### src/rtl/muldiv_pkg.sv
// Purpose: shared definitions for the iterative RV32M multiply/divide unit.
// Contents: funct3 opcode constants, FSM state type and opcode decode helpers.
package muldiv_pkg;

    localparam int unsigned MD_OP_W = 3;

    localparam logic [MD_OP_W-1:0] MD_MUL    = 3'b000;
    localparam logic [MD_OP_W-1:0] MD_MULH   = 3'b001;
    localparam logic [MD_OP_W-1:0] MD_MULHSU = 3'b010;
    localparam logic [MD_OP_W-1:0] MD_MULHU  = 3'b011;
    localparam logic [MD_OP_W-1:0] MD_DIV    = 3'b100;
    localparam logic [MD_OP_W-1:0] MD_DIVU   = 3'b101;
    localparam logic [MD_OP_W-1:0] MD_REM    = 3'b110;
    localparam logic [MD_OP_W-1:0] MD_REMU   = 3'b111;

    typedef enum logic [2:0] {
        IDLE = 3'd0,
        PREP = 3'd1,
        CALC = 3'd2,
        FIX  = 3'd3,
        DONE = 3'd4
    } md_state_t;

    // Divide/remainder family (funct3[2] set).
    function automatic logic is_div(input logic [MD_OP_W-1:0] op);
        return op[2];
    endfunction

    // REM/REMU select the remainder rather than the quotient.
    function automatic logic is_rem(input logic [MD_OP_W-1:0] op);
        return op[2] & op[1];
    endfunction

    // rs1 is treated as signed.
    function automatic logic is_signed_a(input logic [MD_OP_W-1:0] op);
        return (op == MD_MULH) || (op == MD_MULHSU) || (op == MD_DIV) || (op == MD_REM);
    endfunction

    // rs2 is treated as signed.
    function automatic logic is_signed_b(input logic [MD_OP_W-1:0] op);
        return (op == MD_MULH) || (op == MD_DIV) || (op == MD_REM);
    endfunction

endpackage

### src/rtl/muldiv_step.sv
// Purpose: one combinational iteration of the multiply/divide datapath.
// Ports:
//   i_acc     accumulator; mul = {0, product_hi, multiplier/product_lo},
//             div = {remainder (W+1), dividend/quotient (W)}
//   i_operand multiplicand (mul) or divisor (div), magnitude only
//   i_is_div  select restoring shift-subtract instead of shift-add
//   o_acc     accumulator after this step (quotient bit enters at bit 0)
module muldiv_step #(
    parameter int unsigned DATA_WIDTH = 32
) (
    input  logic [2*DATA_WIDTH:0]  i_acc,
    input  logic [DATA_WIDTH-1:0]  i_operand,
    input  logic                   i_is_div,
    output logic [2*DATA_WIDTH:0]  o_acc
);

    localparam int unsigned W = DATA_WIDTH;

    logic [W:0] w_sum;
    logic [W:0] w_rshift;
    logic [W:0] w_diff;
    logic       w_q_bit;

    // Remainder stays below the divisor, so a W+1 bit difference has its
    // top bit set exactly when the trial subtraction borrows.
    always_comb begin
        w_sum    = i_acc[2*W:W] + (i_acc[0] ? {1'b0, i_operand} : {(W+1){1'b0}});
        w_rshift = {i_acc[2*W-1:W], i_acc[W-1]};
        w_diff   = w_rshift - {1'b0, i_operand};
        w_q_bit  = ~w_diff[W];
        o_acc    = '0;
        if (i_is_div) begin
            o_acc = {(w_q_bit ? w_diff : w_rshift), i_acc[W-2:0], w_q_bit};
        end else begin
            o_acc = {1'b0, w_sum, i_acc[W-1:1]};
        end
    end

endmodule

### src/rtl/muldiv_seq_unit.sv
// Purpose: iterative RV32M multiply/divide sequencer beside the EX-stage ALU.
//   Stalls the pipeline while iterating one bit per cycle and returns a
//   registered result with a one-cycle done pulse.
// Ports:
//   clk, reset        clock (rising edge), asynchronous active-high reset
//   start, flush      valid M-op in EX; abort current op
//   Operation         RV32M funct3
//   SrcA, SrcB        rs1 / rs2 values
//   stall             hold IF/ID/EX (combinational)
//   busy, done        FSM not idle; result valid this cycle
//   Result            registered result
module muldiv_seq_unit
    import muldiv_pkg::*;
#(
    parameter int unsigned DATA_WIDTH    = 32,
    parameter int unsigned OPCODE_LENGTH = 3
) (
    input  logic                     clk,
    input  logic                     reset,
    input  logic                     start,
    input  logic                     flush,
    input  logic [OPCODE_LENGTH-1:0] Operation,
    input  logic [DATA_WIDTH-1:0]    SrcA,
    input  logic [DATA_WIDTH-1:0]    SrcB,
    output logic                     stall,
    output logic                     busy,
    output logic                     done,
    output logic [DATA_WIDTH-1:0]    Result
);

    localparam int unsigned W     = DATA_WIDTH;
    localparam int unsigned CNT_W = $clog2(DATA_WIDTH);
    localparam int unsigned ACC_W = 2*DATA_WIDTH + 1;

    md_state_t              r_state;
    md_state_t              w_next;
    logic [OPCODE_LENGTH-1:0] r_op;
    logic [W-1:0]           r_a;
    logic [W-1:0]           r_b;
    logic [W-1:0]           r_opnd;
    logic [ACC_W-1:0]       r_acc;
    logic [CNT_W-1:0]       r_cnt;
    logic                   r_neg;
    logic [W-1:0]           r_result;

    logic [MD_OP_W-1:0]     w_op;
    logic                   w_div;
    logic                   w_rem;
    logic                   w_neg_a;
    logic                   w_neg_b;
    logic [W-1:0]           w_abs_a;
    logic [W-1:0]           w_abs_b;
    logic                   w_div0;
    logic                   w_ovf;
    logic                   w_special;
    logic [W-1:0]           w_special_res;
    logic                   w_last;
    logic [ACC_W-1:0]       w_step_acc;
    logic [2*W-1:0]         w_prod;
    logic [W-1:0]           w_quo_rem;
    logic [W-1:0]           w_fix_res;

    // Operand decode, magnitudes and single-cycle special cases.
    always_comb begin
        w_op     = MD_OP_W'(r_op);
        w_div    = is_div(w_op);
        w_rem    = is_rem(w_op);
        w_neg_a  = is_signed_a(w_op) & r_a[W-1];
        w_neg_b  = is_signed_b(w_op) & r_b[W-1];
        w_abs_a  = w_neg_a ? (~r_a + W'(1)) : r_a;
        w_abs_b  = w_neg_b ? (~r_b + W'(1)) : r_b;
        w_div0   = w_div & (r_b == '0);
        w_ovf    = w_div & is_signed_a(w_op) & (r_a == {1'b1, {(W-1){1'b0}}}) & (r_b == '1);
        w_special = w_div0 | w_ovf;
        if (w_div0) begin
            w_special_res = w_rem ? r_a : '1;
        end else begin
            w_special_res = w_rem ? '0 : r_a;
        end
        w_last   = (r_cnt == CNT_W'(W-1));
    end

    muldiv_step #(
        .DATA_WIDTH (DATA_WIDTH)
    ) u_step (
        .i_acc     (r_acc),
        .i_operand (r_opnd),
        .i_is_div  (w_div),
        .o_acc     (w_step_acc)
    );

    // Sign fix-up and word select at the end of iteration.
    always_comb begin
        w_prod    = r_neg ? (~r_acc[2*W-1:0] + (2*W)'(1)) : r_acc[2*W-1:0];
        w_quo_rem = w_rem ? r_acc[2*W-1:W] : r_acc[W-1:0];
        if (w_div) begin
            w_fix_res = r_neg ? (~w_quo_rem + W'(1)) : w_quo_rem;
        end else if (w_op == MD_MUL) begin
            w_fix_res = w_prod[W-1:0];
        end else begin
            w_fix_res = w_prod[2*W-1:W];
        end
    end

    // State register.
    always_ff @(posedge clk or posedge reset) begin
        if (reset) begin
            r_state <= IDLE;
        end else begin
            r_state <= w_next;
        end
    end

    // Next-state logic; flush overrides everything.
    always_comb begin
        w_next = r_state;
        unique case (r_state)
            IDLE:    if (start) w_next = PREP;
            PREP:    w_next = w_special ? DONE : CALC;
            CALC:    if (w_last) w_next = FIX;
            FIX:     w_next = DONE;
            DONE:    w_next = IDLE;
            default: w_next = IDLE;
        endcase
        if (flush) begin
            w_next = IDLE;
        end
    end

    // Status outputs; DONE releases the stall so the pipeline captures Result.
    always_comb begin
        stall = 1'b0;
        busy  = 1'b0;
        done  = 1'b0;
        unique case (r_state)
            IDLE:             stall = start & ~flush;
            PREP, CALC, FIX: begin
                stall = ~flush;
                busy  = 1'b1;
            end
            DONE: begin
                busy = 1'b1;
                done = 1'b1;
            end
            default: ;
        endcase
    end

    // Datapath registers.
    always_ff @(posedge clk or posedge reset) begin
        if (reset) begin
            r_op     <= '0;
            r_a      <= '0;
            r_b      <= '0;
            r_opnd   <= '0;
            r_acc    <= '0;
            r_cnt    <= '0;
            r_neg    <= 1'b0;
            r_result <= '0;
        end else if (!flush) begin
            unique case (r_state)
                IDLE: begin
                    if (start) begin
                        r_op <= Operation;
                        r_a  <= SrcA;
                        r_b  <= SrcB;
                    end
                end
                PREP: begin
                    r_cnt  <= '0;
                    r_neg  <= w_rem ? w_neg_a : (w_neg_a ^ w_neg_b);
                    // mul: multiplicand |A|, multiplier |B| in the low word
                    // div: divisor |B|, dividend |A| in the low word
                    r_opnd <= w_div ? w_abs_b : w_abs_a;
                    r_acc  <= {{(W+1){1'b0}}, (w_div ? w_abs_a : w_abs_b)};
                    if (w_special) begin
                        r_result <= w_special_res;
                    end
                end
                CALC: begin
                    r_acc <= w_step_acc;
                    if (!w_last) begin
                        r_cnt <= r_cnt + CNT_W'(1);
                    end
                end
                FIX:     r_result <= w_fix_res;
                default: ;
            endcase
        end
    end

    assign Result = r_result;

endmodule

### config.mk
export PLATFORM = sky130hd
export DESIGN_NAME = muldiv_seq_unit
export DESIGN_NICKNAME = d
export VERILOG_FILES = /design/src/rtl/muldiv_pkg.sv /design/src/rtl/muldiv_step.sv /design/src/rtl/muldiv_seq_unit.sv
export SDC_FILE = /design/constraint.sdc
export NUM_CORES = 1
export LEC_CHECK = 0
export CAP_MARGIN = 15
export CELL_PAD_IN_SITES_DETAIL_PLACEMENT = 1
export CELL_PAD_IN_SITES_GLOBAL_PLACEMENT = 1
export CORE_MARGIN = 2
export CORE_UTILIZATION = 42
export CTS_CLUSTER_SIZE = 20
export DETAILED_ROUTE_END_ITERATION = 8
export PLACE_DENSITY_LB_ADDON = 0.1
export REMOVE_ABC_BUFFERS = 1
export SYNTH_ARGS = -nofsm -noshare
export SYNTH_HDL_FRONTEND = slang
export SYNTH_HIERARCHICAL = 1
export SYNTH_SLANG_ARGS = --single-unit
export TNS_END_PERCENT = 20
### constraint.sdc
create_clock -name clk -period 6.36 [get_ports clk]
set_input_delay 1.272 -clock clk [delete_from_list [all_inputs] [get_ports clk]]
set_output_delay 1.272 -clock clk [all_outputs]
set_load 0.02 [all_outputs]
==> results of run 1 <==
-- how the worst max path moves through the flow --
stage,from,to,depth (start not counted)
2_1_floorplan,r_op[2],Result[24],6
3_3_place_gp,r_acc[31],r_acc[60],19
3_5_place_dp,r_acc[31],r_acc[60],19
4_1_cts,r_acc[31],r_acc[60],19
5_1_grt,r_acc[31],r_acc[60],19
6_report,r_acc[31],r_acc[60],19
-- final cells by class --
class	instances	share of cell area
repair buffers	146	0.06306
multi-input cells	1995	0.6136
flip-flops and latches	205	0.2341
clock inverters	7	0.005303
inverters	75	0.01317
well taps	607	0.03461
diodes	1	0.0001140
clock buffers	39	0.03604
-- routing by layer --
layer	routed length (um)	vias up	part of all wire
li1	-	9023	-
met1	36290	9953	0.44
met2	37690	721	0.45
met3	5069	208	0.061
met4	3828	4	0.046
met5	27	-	0.00033
-- synthesized netlist by cell type, types with 34 or more instances --
cell                         n
sky130_fd_sc_hd__and2_1     38
sky130_fd_sc_hd__a211oi_1   38
sky130_fd_sc_hd__nor4_1     45
sky130_fd_sc_hd__nor3_1     53
sky130_fd_sc_hd__xor2_1     71
sky130_fd_sc_hd__nand2_1   265
sky130_fd_sc_hd__dfrtp_1   205
sky130_fd_sc_hd__xnor2_1   104
sky130_fd_sc_hd__inv_1      72
sky130_fd_sc_hd__ha_1       72
sky130_fd_sc_hd__nand3_1    49
sky130_fd_sc_hd__nor2_1    192
sky130_fd_sc_hd__clkbuf_1  144
sky130_fd_sc_hd__mux2_2    113
sky130_fd_sc_hd__mux2i_1    81
sky130_fd_sc_hd__a31oi_1    34
sky130_fd_sc_hd__o21ai_0   169
sky130_fd_sc_hd__a21oi_1   179
-- flip-flops by register name, summed over array words and instances (netlist names) --
| name | count |
|---|---|
| r_op | 3 |
| r_acc | 65 |
| r_cnt | 5 |
| r_neg | 1 |
| r_state | 3 |
| Result | 32 |
| r_opnd | 32 |
| r_b | 32 |
| r_a | 32 |
-- cells by family (layout without fill, tap and decap cells) --
family,after synthesis,count (layout),synth area share
buffers and inverters,270,267,0.05522
AO/OA/AOI/OAI,711,711,0.2373
flip-flops,205,205,0.2611
other,0,1,0
multiplexers,194,194,0.1061
XOR/XNOR,175,175,0.07803
adder cells (fa/ha/maj),74,74,0.04790
AND/OR/NAND/NOR,841,841,0.2143
-- worst register-to-register path, stage by stage, from the launching register on --
cell	delay (ps)
sky130_fd_sc_hd__dfrtp_1	630
sky130_fd_sc_hd__inv_1	170
sky130_fd_sc_hd__ha_1	260
sky130_fd_sc_hd__fa_1	410
sky130_fd_sc_hd__nand2b_1	200
sky130_fd_sc_hd__a211oi_2	250
sky130_fd_sc_hd__o21ai_1	150
sky130_fd_sc_hd__or3_4	420
sky130_fd_sc_hd__nand2_4	120
sky130_fd_sc_hd__a31oi_4	120
sky130_fd_sc_hd__o31ai_4	290
sky130_fd_sc_hd__nand3_1	100
sky130_fd_sc_hd__nand2_1	70
sky130_fd_sc_hd__ha_1	430
sky130_fd_sc_hd__inv_1	440
sky130_fd_sc_hd__or3_1	460
sky130_fd_sc_hd__mux2i_1	140
sky130_fd_sc_hd__o21ai_0	100
sky130_fd_sc_hd__nand2_1	70
sky130_fd_sc_hd__o21ai_0	90
-- power by group through the flow --
stage | clock network [mW] | registers [mW] | logic [mW]
after floorplan | 0 | 2.68 | 5.10
after global placement | 0 | 2.91 | 7.27
after detailed placement | 0 | 2.94 | 7.43
after CTS | 1.63 | 2.92 | 7.50
after global routing | 1.67 | 3.04 | 8.27
final | 1.60 | 2.98 | 7.63
-- metrics by stage --
stage / hold slack [ps] / instances
2_1_floorplan: 453.1 / 2275
3_3_place_gp: 476.8 / 3028
3_5_place_dp: 484.8 / 3028
4_1_cts: 497.7 / 3074
5_1_grt: 533.0 / 3074
6_report: 498.6 / 3075
==> flow_results.org, run 1 <==
** CTS
- The number of setup buffers added after CTS is 0.
- Clock-pin slew was measured on the worst setup and hold paths at 60 ps.
- CTS Hold Bufs :: 0
- The clock reaches the later pin of the worst-skew pair after 570 ps.
- The clock drives 205 sinks.
- Post-CTS repair changed the size of 0 cells.
- The cell sitting at the root of the clock tree is a sky130_fd_sc_hd__clkbuf_16.
- Max clock buf depth :: 3
- Number of buffers added by the clock tree synthesis step :: 26
- H-tree level count :: 1
- TritonCTS built the clock tree.

** Timing
- Fmax :: 197.6 MHz
- Dividing the final minimum period by the clock period gives 0.7956.
- Setup slack after layout :: 1300 ps
- Setup violations remaining at the end of the flow were counted as 0.
- The final max-slew violation count was 0.
- The worst path needs 5060 ps of the cycle, external delays included.
- Headroom to the max-slew limit :: 0.2146
- At the pin with the least slew margin, the transition time is 1166 ps.
- The hold violation total from the final report is 0.
- Unrepaired setup endpoints after global routing :: no
- After routing, the total negative slack on setup checks comes to 0 ps.
- Fin Clk Skew :: 14.57 ps

** Critical path
- CP Cell Sequence :: inv_1, ha_1, fa_1, nand2b_1, a211oi_2, o21ai_1, or3_4, nand2_4, a31oi_4, o31ai_4, nand3_1, nand2_1, ha_1, inv_1, or3_1, mux2i_1, o21ai_0, nand2_1, o21ai_0
- Element type at the critical path start :: flip-flop
- Setup Crit Path Kind :: flip-flop to flip-flop
- CP max FO :: 16
- Arrival @ worst endpoint :: 5460 ps
- R2R depth :: 19
- Reg-to-reg setup timing slack :: 1300 ps
- Data required, critical path :: 6760 ps
- Delay of the slowest cell on the worst path :: 630 ps
- Reg-to-reg critical path endpoint :: r_acc[60]
- Start of the worst register-to-register path :: r_acc[31]
- Total buffers and inverters traversed by the critical path :: 2
- Kind of cell with the highest combined delay on the critical path :: simple AND/OR/NAND/NOR gates
- Highest-delay cell along the critical path :: sky130_fd_sc_hd__dfrtp_1
- Crit path capture type :: flip-flop

** Die
- 106 I/O pins were placed.
- Total die area :: 48520 um2
- Die X :: 220.3 um
- For this configuration, the core starts out at a cell density of 0.4237.
- Row count :: 79
- The floorplan step defined a core boundary enclosing 46360 um2.
- From bottom edge to top edge, the die measures 220.3 um.

** Place
- Final Wtd Congestion :: 0.9973
- Hpwl dp :: 61.21 mm
- Summing all placed instances gives a cell area of 21030 um2.
- Pre-CTS worst setup slack :: 1408 ps
- Buffers added on ports :: 105

** Power
- Int Power :: 5.783 mW
- The share of total power dissipated in sequential elements is 0.244.
- The share of total power dissipated in the clock network is 0.131.
- Reported leakage power :: 8.793 nW
- The analysis attributes to net switching a power of 6.417 mW.
- IR analysis of the VDD net gives a maximum drop of 235.7 uV.
- Of the total power, the share spent switching nets is 0.5260.
- Final total power :: 12.20 mW
- The share of total power dissipated in combinational logic is 0.625.
- Cell Pwr Density :: 556.0 nW/um2

** Layout
- Fraction of layout cells with a size suffix above 1 :: 0.1123
- Summing all non-filler instances in the final layout gives an area of 21940 um2.
- Highest-count cells in the layout ignoring fill and taps :: sky130_fd_sc_hd__nand2_1 (264), sky130_fd_sc_hd__dfrtp_1 (202), sky130_fd_sc_hd__nor2_1 (190)
- Compared with the post-synthesis result, the final layout area differs by 11.71%.
- Most frequent standard cell in the layout excluding fill and tap cells :: sky130_fd_sc_hd__nand2_1
- Fill cell count :: 5514
- The net count of the finished layout is 2594.
- Register area :: 5136 um2
- The multi-input combinational cells in the finished layout cover a total of 13470 um2.
- At the end of the flow the core is filled with cells to 0.4733.

** GRT
- For this run, the total global-route usage over all layers was measured as 0.3411.
- Via count of the first global-routing pass :: 20280
- Met3 usage in global routing :: 0.04715
- The initial antenna violation count came to 3.
- Global Route met1 Usage :: 0.4567
- The first global-routing pass estimated 126.2 mm of wire.
- Entering global routing, the biggest net connects 109 pins.
- Total overflow reported by the global router :: 0
- For this run, global-route usage on met2 was measured as 0.5527.
- GRT busiest layer :: met2

** Routing
- The final route contains 19910 vias.
- Dividing the detail-routed wire length by the instance count gives 26.96 um.
- Using the TritonRoute via totals, the vias-per-cell ratio works out to 6.474.
- Once detail routing completed, the nets flagged for antenna violations numbered 0.
- After detailed routing, the number of remaining DRC violations is 0.
- Routed wire length :: 82.91 mm
- DRT iter0 DRCs :: 1669
- Number of search-and-repair iterations in the first detailed-routing pass :: 5

** Synthesis
- Syn Area/Cell :: 7.953 um2
- Yosys warning count :: 6
- Cell taking the most area after synthesis :: sky130_fd_sc_hd__dfrtp_1
- Synthesis inferred 205 register bits.
- After synthesis, the share of flip-flops with an asynchronous set or reset is 1.000.
- Number of standard cells after synthesis :: 2470
- The share of the Yosys chip area taken by registers is 0.2611.
- For this run, the leading register cell type out of synthesis is sky130_fd_sc_hd__dfrtp_1.
- Cells taking the most area after synthesis :: sky130_fd_sc_hd__dfrtp_1 (26%), sky130_fd_sc_hd__mux2_2 (6.5%), sky130_fd_sc_hd__nand2_1 (5.1%), sky130_fd_sc_hd__xnor2_1 (4.6%), sky130_fd_sc_hd__ha_1 (4.6%)
- Count of different cell masters after synthesis :: 102
- After synthesis the cells add up to 19640 um2.
- Portion of synthesized cell area occupied by the leading cell type :: 0.2611
- Number of enable-type register cells in the synthesized netlist :: 0

** Hold path
- Along the worst hold path, the cell count comes to 2.
- Min-Delay Endpoint :: Result[25]
- Start point of the worst hold path :: Result[25]
- Min-Delay Path Class :: flip-flop to flip-flop

** Run status
- The run finished with clean final reports.

** Job
- Total of max-cap violations :: 0
(Power assumes the default switching activity.)
==> inputs of run 2 (changes only) <==
CORE_UTILIZATION = 47   (was 42)
clock period = 4.7 ns   (was 6.36 ns; I/O delays follow)
==> flow_results.org, run 2 (same netlist as run 1, synthesis figures left out) <==
** Routing
- In the routed layout, each cell is associated on average with a via count of 6.736.
- Dividing the detail-routed wire length by the instance count gives 28.28 um.
- Routed wire length :: 86.96 mm
- For this run, design rule violations remaining after detail routing come to 0.
- Total via count in the routed design :: 20710
- Number of search-and-repair iterations in the first detailed-routing pass :: 5
- Post-DRT Antenna Nets :: 0
- In this run, the number of DRC markers left after iteration 0 of detailed routing was 1665.

** CTS
- Number of buffers added by the clock tree synthesis step :: 26
- The clock passes through at most 3 buffers.
- Insertion delay to the later sink of the worst-skew pair :: 570 ps
- TritonCTS built the clock tree.
- After clock tree synthesis, the flow added hold-fix buffers numbering 0.
- In this run the number of H-tree levels came out at 1.
- Post-cts gate resize count :: 0
- After clock tree synthesis, the setup repair step added 0 buffers.
- The clock net in this run drives a total of 205 sinks.
- Clock-pin slew on the worst setup and hold paths :: 60 ps
- CTS placed an instance of sky130_fd_sc_hd__clkbuf_16 at the clock tree root.

** Place
- Once placement finished, the instance area stood at 21520 um2.
- Port buffering added 105 buffers.
- Final Wtd Congestion :: 0.9999
- The number of placed instances, taps included, is 3030.
- Detailed placement ended at an HPWL of 64.60 mm.

** Die
- The die covers 43450 um2.
- In this run the count of I/O pins placed on the die edge is 106.
- Measured along the x axis, the die boundary spans 208.4 um.
- After floorplanning, the core was divided into 74 placement rows.
- The initial utilization of the core area, before any placement, comes to 0.4789.
- From bottom edge to top edge, the die measures 208.4 um.
- The region available for standard cell placement spans 41020 um2.

** Timing
- Fin Clk Skew :: 22.11 ps
- Setup violations remaining at the end of the flow were counted as 0.
- Worst hold slack after final layout :: 486.7 ps
- For the final routed database, the setup TNS stands at 0 ps.
- Final cycle utilization of the critical path :: 0.9372
- At the pin with the least slew margin, the transition time is 1261 ps.
- The routed design could run at a clock period as short as 4405 ps.
- Headroom to the max-slew limit :: 0.1514
- The final max-slew violation count is 0.
- The hold violation total from the final report came to 0.
- Timing would allow up to 227.0 MHz.
- Setup repair after global routing left no endpoint under its margin.

** GRT
- Total overflow reported by the global router :: 0
- The number of global-route vias before repair is 21360.
- Number of antenna violations at the first check in global routing :: 6
- GRT Util Overall :: 0.3960
- Pin count of the biggest net entering global routing :: 117
- The first global-routing pass estimated 132.4 mm of wire.

** Layout
- Post-layout nets :: 2671
- Area delta synth->final :: 13.90%
- Final Instance Count excl. Fillers :: 3075
- The register with the most flip-flops in the layout has 65 of them.
- r_acc holds more flip-flops than any other register.
- Most frequent standard cell in the layout excluding fill and tap cells :: sky130_fd_sc_hd__nand2_1
- Leaving out fill and tap cells, the most frequent cells in the layout are sky130_fd_sc_hd__nand2_1 (264), sky130_fd_sc_hd__dfrtp_1 (202), sky130_fd_sc_hd__nor2_1 (191).
- Summing all non-filler instances in the final layout gives an area of 22380 um2.
- In the final layout, the share of cells above drive strength 1 is 0.1373.

** Critical path
- Crit path capture type :: flip-flop
- For the worst setup path, the data arrival time is 4810 ps.
- Element type at the critical path start :: flip-flop
- CP max FO :: 16
- Data required, critical path :: 5110 ps
- The worst setup path is of the flip-flop to flip-flop kind.

** Power
- Summed over all cells, the static leakage comes to 9.143 nW.
- VDD sags by at most 417.7 uV.
- The design draws 16.94 mW.
- Cell Pwr Density :: 757.2 nW/um2

** Run status
- The run finished with clean final reports.

** Hold path
- The worst hold path belongs to the class flip-flop to flip-flop.

** Job
- Total of max-cap violations :: 0
[run 2: cell types whose count changed in the layout (fill, tap and decap cells not counted), sizes merged]
cell / before / now
buf: 41 / 118
bufinv: 3 / 2
clkbuf: 39 / 37
clkinv: 3 / 4
diode: 1 / 2
inv: 75 / 74
[run 2: layout make-up]
type	instances	area (um2)
fill	4865	18640
multi-input combinational	1995	13460
sequential	205	5136
timing repair buffer	223	1974
clock buffer	37	763.2
tap	532	665.6
inverter	75	289.0
clock inverter	6	82.58
antenna	2	5.005
[run 2: where the power goes]
part	internal (mW)	switching [mW]	total [mW]
combinational	4.37	6.90	11.3
sequential	2.41	1.22	3.63
clock	1.22	0.822	2.05
[run 2: path summary, 6_finish.rpt]
kind                            startpoint    endpoint  slack [ps]  cells after the start
worst min-delay path             Result[2]   Result[2]         490                      2
worst min register to register   Result[2]   Result[2]         490                      2
min in group asynchronous            reset      r_b[5]         950                      2
worst max-delay path             r_acc[31]   r_acc[60]         300                     19
worst max register to register   r_acc[31]   r_acc[60]         300                     19
max in group asynchronous            reset  r_opnd[14]        2750                      3
[run 2: routing by layer]
layer	GRT usage	vias to the layer above	wire length [um]
met4	0.2017	4	4976
met5	0	-	27
li1	-	9159	-
met3	0.06234	236	6742
met1	0.5114	10320	35090
met2	0.6423	995	40120
[run 2: critical path, stage by stage, from the launching register on]
cell                       delay (ps)
sky130_fd_sc_hd__dfrtp_1          340
sky130_fd_sc_hd__inv_1             60
sky130_fd_sc_hd__ha_1             230
sky130_fd_sc_hd__fa_1             420
sky130_fd_sc_hd__nand2b_1         190
sky130_fd_sc_hd__a211oi_2         230
sky130_fd_sc_hd__o21ai_1          150
sky130_fd_sc_hd__or3_4            430
sky130_fd_sc_hd__nand2_4          110
sky130_fd_sc_hd__a31oi_4          100
sky130_fd_sc_hd__o31ai_4          290
sky130_fd_sc_hd__nand3_1          110
sky130_fd_sc_hd__nand2_1           70
sky130_fd_sc_hd__ha_1             260
sky130_fd_sc_hd__inv_1            550
sky130_fd_sc_hd__nand2_1          190
sky130_fd_sc_hd__o22ai_1          210
sky130_fd_sc_hd__o21ai_0          130
sky130_fd_sc_hd__nand2_1           80
sky130_fd_sc_hd__o21ai_0           80
[run 2: stage by stage]
step	worst slack, ps	util
6_report	295.1	0.5455
5_1_grt	39.35	0.5455
4_1_cts	348.7	0.5454
3_5_place_dp	393.8	0.5248
3_3_place_gp	465.4	0.5248
2_1_floorplan	-4268	-
